File: src/rtl/usr_pkg.sv
// rtl/usr_pkg.sv - mode constants and FSM state encoding for the universal shift register
package usr_pkg;

  localparam logic [2:0] MODE_HOLD = 3'b000;
  localparam logic [2:0] MODE_SHR  = 3'b001;
  localparam logic [2:0] MODE_SHL  = 3'b010;
  localparam logic [2:0] MODE_LOAD = 3'b011;
  localparam logic [2:0] MODE_ROR  = 3'b100;
  localparam logic [2:0] MODE_ROL  = 3'b101;
  localparam logic [2:0] MODE_ASR  = 3'b110;
  localparam logic [2:0] MODE_RSVD = 3'b111;

  typedef enum logic {
    ST_IDLE = 1'b0,
    ST_RUN  = 1'b1
  } usr_state_e;

endpackage

File: src/rtl/usr_next.sv
// rtl/usr_next.sv - combinational next-value function of the shift register
module usr_next
  import usr_pkg::*;
#(
  parameter int WIDTH = 8
) (
  input  logic [WIDTH-1:0] cur,
  input  logic [2:0]       mode,
  input  logic             ser_in_r,
  input  logic             ser_in_l,
  input  logic [WIDTH-1:0] par_in,
  output logic [WIDTH-1:0] nxt
);

  // Select the value one step of the given mode produces from cur
  always_comb begin
    nxt = cur;
    case (mode)
      MODE_SHR:  nxt = {ser_in_r, cur[WIDTH-1:1]};
      MODE_SHL:  nxt = {cur[WIDTH-2:0], ser_in_l};
      MODE_LOAD: nxt = par_in;
      MODE_ROR:  nxt = {cur[0], cur[WIDTH-1:1]};
      MODE_ROL:  nxt = {cur[WIDTH-2:0], cur[WIDTH-1]};
      MODE_ASR:  nxt = {cur[WIDTH-1], cur[WIDTH-1:1]};
      default:   nxt = cur;  // HOLD and the reserved code
    endcase
  end

endmodule

File: src/rtl/usr_n.sv
// rtl/usr_n.sv - parametrised universal shift register with counted burst mode
module usr_n
  import usr_pkg::*;
#(
  parameter int WIDTH = 8,
  parameter int CW    = $clog2(WIDTH + 1)
) (
  input  logic             clk,
  input  logic             rst,
  input  logic             en,
  input  logic [2:0]       mode,
  input  logic             ser_in_r,
  input  logic             ser_in_l,
  input  logic [WIDTH-1:0] par_in,
  input  logic             start,
  input  logic [CW-1:0]    shamt,
  output logic [WIDTH-1:0] out,
  output logic             ser_out_r,
  output logic             ser_out_l,
  output logic             busy,
  output logic             done
);

  usr_state_e       state_q;
  logic [2:0]       m_q;
  logic [CW-1:0]    cnt_q;
  logic [WIDTH-1:0] out_q;
  logic             busy_q;
  logic             done_q;
  logic [2:0]       mode_sel;
  logic [WIDTH-1:0] out_d;

  // A burst steps with the mode latched at start; single steps use the live mode
  always_comb begin
    mode_sel = (state_q == ST_RUN) ? m_q : mode;
  end

  usr_next #(
    .WIDTH(WIDTH)
  ) u_next (
    .cur      (out_q),
    .mode     (mode_sel),
    .ser_in_r (ser_in_r),
    .ser_in_l (ser_in_l),
    .par_in   (par_in),
    .nxt      (out_d)
  );

  // Burst FSM, step counter, handshake flags and the shift register itself
  always_ff @(posedge clk) begin
    if (rst) begin
      state_q <= ST_IDLE;
      m_q     <= MODE_HOLD;
      cnt_q   <= '0;
      out_q   <= '0;
      busy_q  <= 1'b0;
      done_q  <= 1'b0;
    end else begin
      done_q <= 1'b0;
      case (state_q)
        ST_IDLE: begin
          if (start) begin
            // Accepting a burst does not move out; steps begin next edge
            m_q   <= mode;
            cnt_q <= shamt;
            if (shamt != '0) begin
              state_q <= ST_RUN;
              busy_q  <= 1'b1;
            end else begin
              done_q <= 1'b1;
            end
          end else if (en) begin
            out_q <= out_d;
          end
        end
        ST_RUN: begin
          out_q <= out_d;
          cnt_q <= cnt_q - CW'(1);
          if (cnt_q == CW'(1)) begin
            state_q <= ST_IDLE;
            busy_q  <= 1'b0;
            done_q  <= 1'b1;
          end
        end
        default: begin
          state_q <= ST_IDLE;
        end
      endcase
    end
  end

  assign out       = out_q;
  assign ser_out_r = out_q[0];
  assign ser_out_l = out_q[WIDTH-1];
  assign busy      = busy_q;
  assign done      = done_q;

endmodule
File: config.mk
export PLATFORM = sky130hd
export DESIGN_NAME = usr_n
export DESIGN_NICKNAME = d
export VERILOG_FILES = /design/src/rtl/usr_pkg.sv /design/src/rtl/usr_next.sv /design/src/rtl/usr_n.sv
export SDC_FILE = /design/constraint.sdc
export NUM_CORES = 1
export LEC_CHECK = 0
export BUFFER_PORTS_ARGS = -buffer_cell sky130_fd_sc_hd__clkbuf_2
export CORE_MARGIN = 5
export CORE_UTILIZATION = 48
export DETAILED_ROUTE_END_ITERATION = 12
export GPL_ROUTABILITY_DRIVEN = 0
export GPL_TIMING_DRIVEN = 0
export PLACE_DENSITY = 0.72
export SETUP_SLACK_MARGIN = 0.4
export SYNTH_ARGS = -nofsm -noshare
export SYNTH_HDL_FRONTEND = slang
export SYNTH_HIERARCHICAL = 1
export SYNTH_SLANG_ARGS = --single-unit
File: constraint.sdc
create_clock -name clk -period 2.5 [get_ports clk]
set_input_delay 0.375 -clock clk [delete_from_list [all_inputs] [get_ports clk]]
set_output_delay 0.375 -clock clk [all_outputs]
set_load 0.005 [all_outputs]
* Word level (Yosys, flattened, before mapping) *
Cells that the tools add are included.

storage, ports and cells
  logic and storage cells = 43
  output and inout port bits = 12
  register bits after elaboration = 18

operators by class
  muxes and demuxes = 19
  reductions and logical operators = 4
  add/subtract/negate cells = 1
  equality and inequality tests = 12
  bitwise logic cells = 1

operators with widths
  kind                 count
  $pmux 8 s6           1
  $mux 8               2
  $pmux 8 s2           1
  $eq 3x3->1 const B   3
  $mux 1               9
  $ne 2x2->1 const B   4
  $pmux 4 s2           1
  $eq 3x2->1 const B   2
  $pmux 1 s2           3
  $eq 4x1->1 const B   1
  $mux 4               1
  $reduce_and 2->1     2
  $reduce_bool 4->1    1
  $sub 4x1->4 const B  1
  $eq 3x1->1 const B   1
  $mux 3               1
  $reduce_and 3->1     1
  $ne 2x1->1 const B   1
  $not 1->1            1

* Logic depth before layout (Yosys ltp) *
  depth after elaboration = 6
  depth in mapped cells = 10

* Hierarchy *
Netlist, hierarchy kept.

by module, submodules not included
  module    cells an instance  sequential area each (um2)  instances  area an instance (um2)
  usr_n     92                 360.3                       1          853.3
  usr_next  82                 0.0                         1          590.6

* Worst setup path before layout *
OpenSTA, ideal clock, no wires.

  path type = reg2reg
  start point = register state_q
  end point = register out_q[0], in the netlist out[0]
  path buffers = 4
  stages on the path, launching flop included = 11
  period minus slack after synthesis = 1.927 ns
  slack = 0.573 ns
  data required time = 2.430 ns
  library setup time = 0.070 ns
  arrival = 1.857 ns
  cell sequence = dfxtp_1 > buf_2 > buf_4 > mux2_2 > buf_2 > buf_2 > nand3b_1 > o21ai_1 > a221oi_2 > o21ai_0 > a21oi_1

between the ends
  longest elaborated chain between the ends = 6
  elaborated cells between the ends (all ways) = 15

ends and longest elaborated chain
  item                                line            source
  from (decl)                         usr_n.sv:24     usr_state_e state_q;
  from (signal assigned)              usr_n.sv:52     state_q <= ST_IDLE;
  from (signal assigned)              usr_n.sv:67     state_q <= ST_RUN;
  from (signal assigned)              usr_n.sv:80     state_q <= ST_IDLE;
  $mux 3 *                            usr_n.sv:35     mode_sel = (state_q == ST_RUN) ? m_q : mode;
  via mode_sel[2]                     usr_n.sv:30     logic [2:0] mode_sel;
  $eq 3x3->1 (tied with other cells)  usr_next.sv:18  case (mode)
  $pmux 8 s6 *                        usr_next.sv:18
  via out_d[0]                        usr_n.sv:31     logic [WIDTH-1:0] out_d;
  $mux 8                              usr_n.sv:72     end else if (en) begin
  $mux 8                              usr_n.sv:62     if (start) begin
  $pmux 8 s2 *                        usr_n.sv:60     case (state_q)
  to (signal assigned)                usr_n.sv:73     out_q <= out_d;
  to (signal assigned)                usr_n.sv:77     out_q <= out_d;
  to (decl)                           usr_n.sv:27     logic [WIDTH-1:0] out_q;

The timed path passes the listed nets; every way through them passes the cells marked *. The select of a mux whose other input is x is not followed.
A chain may end at the register's enable or synchronous reset.

* Worst setup path in the final report *
  start point = register state_q
  end point = register out_q[2], in the netlist out[2]

The elaborated chain is that of the path after synthesis.

==> flow_summary.yaml <==
floorplan:
  die_y_um: 64.8
  dieArea_um2: 4200
  io_pins: 33
  die_w_um: 64.8
  initial_utilization: 0.485
  core_area_um2: 2980
  num_rows: 20
global_route:
  grtUsageTotal: 0.179
  overflow: 0
  grt_pass1_vias: 1318
  grt_max_degree: 11
  grt_pass1_wl_um: 6150
  antenna_found_initial: 0
power_and_ir_drop:
  clkPwrFrac: 0.194
  switching_share: 0.341
  vdd_ir_drop_max_mv: 0.395
  power_switching_w: 0.000309
  pwr_density_cell_nw_per_um2: 521
  power.internal_w: 0.000598
  seqPwrFrac: 0.393
  combinationalPowerShare: 0.413
  p_leak_nw: 0.760
layout:
  utilization: 0.585
  final_cell_area_um2: 1740
  syn2layout_area_growth_pct: 20.7
  finalNonFillerCells: 246
  layout-drive-gt1-share: 0.324
  n_fill_cell: 283
  n_antenna_cell: 0
  multi_input_area_um2: 941
  fin_nets: 237
  seq_area_um2: 362
timing:
  fmax_mhz: 495
  fin_setup_tns_ns: 0
  slew_viol_final: 0
  worst_pin_slew_ns: 0.468
  final.setup_skew_ns: 0.00760
  slew_headroom: 0.688
  report.final.hold_viol_count: 0
  timing.hold.ws_ns: 0.333
  finalCritPeriodShare: 0.807
  setup_viol: 0
  rsz0062_at_grt: "false"
  period_minus_slack_ns: 2.02
clock_network:
  clk_path_buf_depth: 2
  path_clk_slew_ns: 0.10
  cts_hold_buf: 0
  tritoncts: "done"
  cts_sinks: 18
  htree_levels: 1
  cts_buffers: 3
  clk_latency_ns: 0.29
  root_buffer: "clkbuf_4"
placed_design:
  io_buffers: 31
  place_area_um2: 1640
  dp.cells: 238
  dp_hpwl_um: 2790
yosys:
  synth_cell_type_count: 43
  synth_top_area_frac: 0.250
  seq_area_frac_synth: 0.250
  ys_ff_latch: 18
  ys_warn_count: 6
  syn_nets: 197
  netlist_instances: 174
  netlist_top_cells_area: "dfxtp_1, mux2i_1, a21oi_1, or3b_1, o21ai_0"
  synth_area_per_cell_um2: 8.30
  synth_area_um2: 1440
  yosys.area.top_type: "dfxtp_1"
detailed_routing:
  drt-vias-per-instance: 5.75
  wire_per_inst_um: 15.4
  ant_nets: 0
  drtIter0Drc: 139
  drc: 0
  drt_wl_total_um: 3780
  drt_first_pass_iters: 4
  dr_total_vias: 1414
setup_path:
  cp_max_fo: 9
  worst_ep_required_time_ns: 2.72
  cp-start-kind: "flop"
  arrival_ns: 2.23
  critPathKind: "flop to flop"
  r2r_start: "state_q"
  crit_path_end_kind: "flop"
  ff2ff_path_depth: 9
  r2r-end: "out[2]"
  reg2reg_slack_ns: 0.48
run:
  drv_cap: 0
worst_hold_path:
  hold_depth: 3
  whs_endpoint: "m_q[0]"
  hold_path.class: "input pin to flop"
  holdCritStartpoint: "mode[0]"
run_status:
  status: "finished clean"
==> metrics by stage <==
step | power [W] | setup slack [ns]
2_1_floorplan | 0.000612 | 0.573
3_3_place_gp | 0.000698 | 0.340
3_5_place_dp | 0.000709 | 0.302
4_1_cts | 0.000893 | 0.390
5_1_grt | 0.000971 | 0.384
6_report | 0.000907 | 0.482
==> sequential cells by signal (all words and copies together) (netlist names) <==
register / cells
busy: 1
cnt_q: 4
done: 1
m_q: 3
out: 8
state_q: 1
==> cell usage after synthesis <==
master     number
a21oi_1        19
dfxtp_1        18
mux2i_1        12
o21ai_0        12
nor2_1         10
inv_1           8
or3b_1          8
buf_2           6
nor2b_1         6
a31oi_1         5
buf_4           5
nor3_1          5
and3b_1         4
mux2_2          4
nand2_1         4
nand3b_1        4
a211oi_1        3
buf_6           3
o21ai_1         3
o221a_1         3
a22oi_1         2
and2b_1         2
clkbuf_1        2
ha_1            2
nand2b_1        2
nor2_2          2
nor3b_2         2
nor4_1          2
o211a_1         2
a211o_1         1
a221o_1         1
a221oi_1        1
a221oi_2        1
a2bb2oi_1       1
a31o_1          1
buf_1           1
buf_8           1
nand4bb_1       1
nor2b_2         1
nor3_2          1
nor3b_1         1
nor4bb_1        1
o31ai_1         1
==> power by group through the flow <==
stage	clock network [W]	logic [W]	registers, W
4_1_cts	0.000184	0.000354	0.000354
5_1_grt	0.000200	0.000411	0.000361
6_report	0.000176	0.000375	0.000357
3_5_place_dp	0	0.000349	0.000360
2_1_floorplan	0	0.000261	0.000350
3_3_place_gp	0	0.000340	0.000358
==> cell type report <==
cell class | instances | share of cell area
multi-input combinational | 130 | 0.540
tap | 33 | 0.0237
timing repair buffer | 35 | 0.106
sequential | 18 | 0.207
inverter | 8 | 0.0172
buffer | 18 | 0.0847
clock buffer | 4 | 0.0208
==> repair_timing <==
action                                 4_1_cts  5_1_grt
setup buffers                                0        4
setup endpoints to repair                    8        8
cloned                                       0        0
pin swaps                                    0        1
endpoints found under the hold margin        0        0
gates resized for setup                      4       12
==> kinds of logic after synthesis <==
logic type                 synth area share
AOI/OAI and AO/OA                     0.250
adders and majority gates            0.0173
buffers and inverters                 0.109
DFF                                   0.250
muxes                                 0.114
and+or+nand+nor                       0.260
==> critical path, stage by stage (launching register included) <==
cell      delay, ns
dfxtp_2        0.34
buf_6          0.11
buf_8          0.12
mux2_2         0.33
buf_4          0.17
nand2b_1       0.19
nor3_1         0.28
a211o_1        0.14
o21ai_0        0.10
a21oi_1        0.17
==> per-layer routing <==
| metal | vias up | GRT usage | routed length (um) |
|---|---|---|---|
| met2 | 53 | 0.280 | 1740 |
| met1 | 640 | 0.254 | 1800 |
| met3 | 2 | 0.0295 | 221 |
| met4 | 0 | 0.0422 | 15 |
| li1 | 719 | - | - |
| met5 | - | 0 | 0 |
==> layout by cell type, fill, tap and decap left out, types with 2 or more instances in the layout <==
master    instances
mux2_2            2
a21oi_1          19
nor4_1            2
buf_2             3
o211a_1           2
ha_1              2
mux2i_1          12
dfxtp_1          17
nand2b_1          2
inv_1             8
o21ai_1           5
o21ai_0          10
nor3b_2           3
buf_4            10
a22oi_1           2
clkbuf_2         32
and2b_1           2
a31oi_1           5
nor3_1            5
mux2_4            2
nor2_1            9
buf_6             4
clkbuf_4          3
nor2b_1           6
nor2_2            3
nand3b_1          4
or3b_1            8
o221a_1           3
buf_8             2
and3b_1           4
nand2_1           4
a211oi_1          3
==> how the worst max path moves through the flow <==
stage               slack [ns]     from     end  cells after the start
global route              0.38  state_q  out[2]                      9
detailed placement        0.30  state_q  out[6]                     10
global placement          0.34  state_q  out[7]                     10
finish                    0.48  state_q  out[2]                      9
CTS                       0.39  state_q  out[6]                      9
floorplan                 0.57  state_q  out[0]                     10
Note: power is estimated with default switching activity, not from simulation.
